### config.mk
export PLATFORM = sky130hd
export DESIGN_NAME = psr_flags
export DESIGN_NICKNAME = d
export VERILOG_FILES = /design/src/rtl/psr_flags.sv
export SDC_FILE = /design/constraint.sdc
export NUM_CORES = 1
export LEC_CHECK = 0
export ABC_AREA = 0
export BUFFER_PORTS_ARGS = -buffer_cell sky130_fd_sc_hd__buf_2
export CORE_MARGIN = 2
export CORE_UTILIZATION = 40
export DETAILED_ROUTE_END_ITERATION = 16
export GPL_ROUTABILITY_DRIVEN = 0
export GPL_TIMING_DRIVEN = 1
export MAX_ROUTING_LAYER = met4
export PLACE_DENSITY = 0.79
export SETUP_SLACK_MARGIN = 0.02
export SYNTH_ARGS = -nofsm -noshare
export SYNTH_HDL_FRONTEND = slang
export SYNTH_SLANG_ARGS = --single-unit
### constraint.sdc
create_clock -name clk -period 1.8 [get_ports clk]
set_clock_uncertainty 0.05 [all_clocks]
set_input_delay 0.09 -clock clk [delete_from_list [all_inputs] [get_ports clk]]
set_output_delay 0.09 -clock clk [all_outputs]
set_load 0.01 [all_outputs]
### src/rtl/psr_flags.sv
// Processor Status Register stage behind the ALU: masked flag capture, LPR/SPR access,
// one-level interrupt shadow and branch-condition evaluation against the stored flags.
module psr_flags #(
    parameter int         WIDTH_PSR   = 16,
    parameter int         WIDTH_COND  = 4,
    parameter logic [4:0] RESET_FLAGS = 5'b0
) (
    input  logic                  clk,
    input  logic                  reset_n,
    input  logic                  en,
    input  logic                  carry_in,
    input  logic                  low_in,
    input  logic                  over_in,
    input  logic                  neg_in,
    input  logic                  zero_in,
    input  logic [4:0]            flag_we,
    input  logic [WIDTH_COND-1:0] cond,
    input  logic                  psr_wr_en,
    input  logic [WIDTH_PSR-1:0]  psr_wr_data,
    input  logic                  save_en,
    input  logic                  restore_en,
    output logic                  carry_to_alu,
    output logic                  cond_true,
    output logic [4:0]            flags,
    output logic [WIDTH_PSR-1:0]  psr_rd_data
);

    // Flag positions inside the {C,L,F,N,Z} vector.
    localparam int FLAG_C = 4;
    localparam int FLAG_L = 3;
    localparam int FLAG_F = 2;
    localparam int FLAG_N = 1;
    localparam int FLAG_Z = 0;

    // Flag positions inside the software-visible PSR word.
    localparam int PSR_C = 0;
    localparam int PSR_L = 2;
    localparam int PSR_F = 5;
    localparam int PSR_Z = 6;
    localparam int PSR_N = 7;

    logic [4:0] flags_q;
    logic [4:0] flags_d;
    logic [4:0] shadow_q;
    logic [4:0] shadow_d;
    logic [4:0] alu_flags;
    logic [4:0] lpr_flags;

    always_comb begin
        alu_flags = {carry_in, low_in, over_in, neg_in, zero_in};
        lpr_flags = {psr_wr_data[PSR_C], psr_wr_data[PSR_L], psr_wr_data[PSR_F],
                     psr_wr_data[PSR_N], psr_wr_data[PSR_Z]};
    end

    // Priority restore > LPR > masked ALU update; save always captures the pre-edge flags,
    // so save together with restore swaps the two copies.
    always_comb begin
        flags_d  = flags_q;
        shadow_d = shadow_q;
        if (en) begin
            if (restore_en) begin
                flags_d = shadow_q;
            end else if (psr_wr_en) begin
                flags_d = lpr_flags;
            end else begin
                flags_d = (flags_q & ~flag_we) | (alu_flags & flag_we);
            end
            if (save_en) begin
                shadow_d = flags_q;
            end
        end
    end

    always_ff @(posedge clk or negedge reset_n) begin
        if (!reset_n) begin
            flags_q  <= RESET_FLAGS;
            shadow_q <= RESET_FLAGS;
        end else begin
            flags_q  <= flags_d;
            shadow_q <= shadow_d;
        end
    end

    assign flags        = flags_q;
    assign carry_to_alu = flags_q[FLAG_C];

    always_comb begin
        psr_rd_data        = '0;
        psr_rd_data[PSR_C] = flags_q[FLAG_C];
        psr_rd_data[PSR_L] = flags_q[FLAG_L];
        psr_rd_data[PSR_F] = flags_q[FLAG_F];
        psr_rd_data[PSR_Z] = flags_q[FLAG_Z];
        psr_rd_data[PSR_N] = flags_q[FLAG_N];
    end

    always_comb begin
        cond_true = 1'b0;
        case (cond[3:0])
            4'b0000: cond_true = flags_q[FLAG_Z];
            4'b0001: cond_true = !flags_q[FLAG_Z];
            4'b0010: cond_true = flags_q[FLAG_C];
            4'b0011: cond_true = !flags_q[FLAG_C];
            4'b0100: cond_true = flags_q[FLAG_L];
            4'b0101: cond_true = !flags_q[FLAG_L];
            4'b0110: cond_true = flags_q[FLAG_N];
            4'b0111: cond_true = !flags_q[FLAG_N];
            4'b1000: cond_true = flags_q[FLAG_F];
            4'b1001: cond_true = !flags_q[FLAG_F];
            4'b1010: cond_true = !flags_q[FLAG_L] && !flags_q[FLAG_Z];
            4'b1011: cond_true = flags_q[FLAG_L] || flags_q[FLAG_Z];
            4'b1100: cond_true = !flags_q[FLAG_N] && !flags_q[FLAG_Z];
            4'b1101: cond_true = flags_q[FLAG_N] || flags_q[FLAG_Z];
            4'b1110: cond_true = 1'b1;
            default: cond_true = 1'b0;
        endcase
    end

endmodule

==> key figures <==
Logic synthesis
  • Synthesized area: 827 µm²
  • Synth Area in Compound Gates: 0.141
  • Synth warn: 0
  • Sequential fraction of the synthesis area: 0.303
  • Syn avg cell area: approximately 8.6 µm²
  • Yosys reg bits: 10
  • Synth cell types: 23
  • Post-Synthesis Cells: 96
  • Top FF cell, synth: dfrtp_1
  • Adder-Cell Fraction of Synth Area: 0
  • Simple-gate area share of the yosys netlist: 0.230
  • Largest family of logic cells by synthesized area: simple AND/OR/NAND/NOR gates
  • Post-Synth XOR/XNOR Area: 0.0212
  • Mux contribution to synthesized area: 0.120
  • Post-synth ARST share: 1.00
  • Post-synth EDFFs: 0

Critical path
  • CP Data Arrival Time: roughly 1.7 ns
  • Sequence of cells on the critical path: xor2_1, mux4_2, nor2_2, o221ai_2, buf_2
  • CP required: between 1.5 and 2 ns
  • CP Capture Type: primary output
  • Slowest stage cell, crit path: mux4_2
  • Worst path max stage delay: 0.48 ns
  • Critical Path Start Type: flip-flop
  • WS Path Type: flip-flop to primary output
  • CP top delay family: multiplexers
  • WP buf/inv: 1
  • Crit Path Max Fanout: 4

Die
  • Die area: 2450 µm²
  • Initial core utilization: 0.422
  • Chip Width: 49.5 µm
  • Die height: slightly below 50 µm
  • # rows: 16
  • Placeable Area: 1960 µm²
  • I/O pin count: 59

Outcome
  • Outcome: completed

Route
  • DR iter-0 viols: 7
  • Number of vias per cell: between 4 and 5
  • Routed via count: between 700 and 800
  • Final ANT Viol Nets: 0
  • Wirelength, routed: around 1700 µm
  • WL/cell: about 11 µm
  • Drt drc: 0
  • DR pass1 iterations: 4

STA
  • Final Hold Viols: 0
  • RSZ-0062 raised after global routing: true
  • Worst hold slack: about 0.076 ns
  • Slew Viols, Final: 0
  • Final period utilization: 0.996
  • Final setup violation count: 0
  • Crit path time final: ~1.8 ns
  • Fin Setup TNS: 0 ns
  • Fmax: between 500 and 600 MHz

Final layout
  • Post-layout util: 0.526
  • Multi-input gate area: 473 µm²
  • Most frequent cells in the layout: buf_2 (36), a21oi_1 (17), conb_1 (11)
  • Ant. Diodes: 0
  • Most common cell after layout, fill and taps aside: buf_2
  • Share of cells above drive strength 1: 0.439
  • Final #Nets: between 150 and 200
  • Growth of design area from synthesis to finish: 24.8%
  • Reg area: ~250 µm²
  • Fillcell total: slightly above 200

Clocking
  • Total clock buffers created by CTS: 3
  • H-tree depth: 1
  • Clock transition at path regs: 0.06 ns
  • Longest Clk Path Bufs: 2
  • Clock Sink Count: 10
  • CTS tree: built
  • CTS root buf: clkbuf_4
  • Clk_lat worst skew: about 0.27 ns

Power
  • Peak supply drop: approximately 0.00039 V
  • Pleak: approximately 0.00047 µW
  • Pwr/cell area: 784 nW/µm²

Global routing
  • Congestion Overflow GR: 0
  • GRT Util Overall: 0.170
  • First-pass GRT wire length: 3110 µm
  • Initial antenna violation count: 0
  • Vias in the first global route: roughly 760
  • Pin count of the biggest net entering global routing: 16

Run
  • Max capacitance violation total: 0

Placed design
  • IO Port Bufs: 36
  • Final HPWL DP: about 1400 µm

Worst hold path
  • Hold crit path type: input port to flip-flop
==> where the power goes <==
part           total, µW  internal (µW)  leakage (µW)  switching (µW)
registers            318            274      0.000111            43.5
clock network        202            123     0.0000210            78.7
logic                290            152      0.000342             138
total                809            550      0.000473             260
==> final cells by class <==
type                            instances  area share
Clock buffer                            4      0.0352
Multi-Input combinational cell         75       0.458
Sequential cell                        10       0.246
Tap cell                               27      0.0327
Timing Repair Buffer                   43       0.228
==> through the flow <==
stage	setup WS (ns)	instance area [µm²]	std cells	total power, µW
after floorplan	0.361	865	106	514
after global placement	0.259	928	148	558
after detailed placement	0.217	928	148	572
after CTS	-0.0210	1000	156	798
after global routing	-0.0661	1030	159	865
final	0.00687	1030	159	809
==> cell families after synthesis <==
kind of cell / after synthesis
buffers and inverters: 21
other: 1
XOR/XNOR: 2
AO/OA/AOI/OAI: 22
flip-flops: 10
multiplexers: 8
AND/OR/NAND/NOR: 32
==> what timing repair did <==
action | CTS | global route
hold buffers | 1 | 0
setup buffers | 3 | 3
gates resized for setup | 3 | 2
hold endpoints to repair | 10 | 0
setup endpoints to repair | 1 | 1
==> worst paths after layout <==
path	from	endpoint	slack [ns]	depth (start not counted)
max	flip-flop	cond_true	0.007	5
min	en	flip-flop	0.08	2
max reg2reg	flip-flop	shadow_q[0]	0.79	2
min reg2reg	shadow_q[0]	shadow_q[0]	0.46	1
max in group asynchronous	reset_n	asynchronous set/reset pin	1.34	2
min in group asynchronous	reset_n	shadow_q[0]	0.16	2
==> worst reg2reg max path: stages (launching register included) <==
cell and delay, ns:
dfrtp_2 0.45, buf_4 0.15, mux2_2 0.25
==> Yosys cell counts (2+ instances only) <==
library cell   n  area [µm²]
a21oi_1       17        85.1
buf_4         17         128
clkbuf_1       3        11.3
dfrtp_1       10         250
mux2_2         5        56.3
mux2i_1        2        20.0
nand2_1        3        11.3
nand2b_1       2        12.5
nor2_1         3        11.3
nor2b_1        6        37.5
nor3_1         5        25.0
nor3b_1        5        37.5
o21ai_0        2        10.0
o22ai_1        2        12.5
or3_1          5        31.3
xor2_1         2        17.5
==> metal layers <==
metal / part of all wire / vias to the layer above / routed length [µm] / global-route usage
li1: - / 386 / - / -
met1: 0.42 / 342 / 728 / 0.192
met2: 0.47 / 38 / 818 / 0.288
met3: 0.079 / 5 / 137 / 0.0212
met4: 0.025 / 0 / 44 / 0.102
met5: 0 / - / 0 / -
Note: power is estimated with default switching activity, not from simulation.
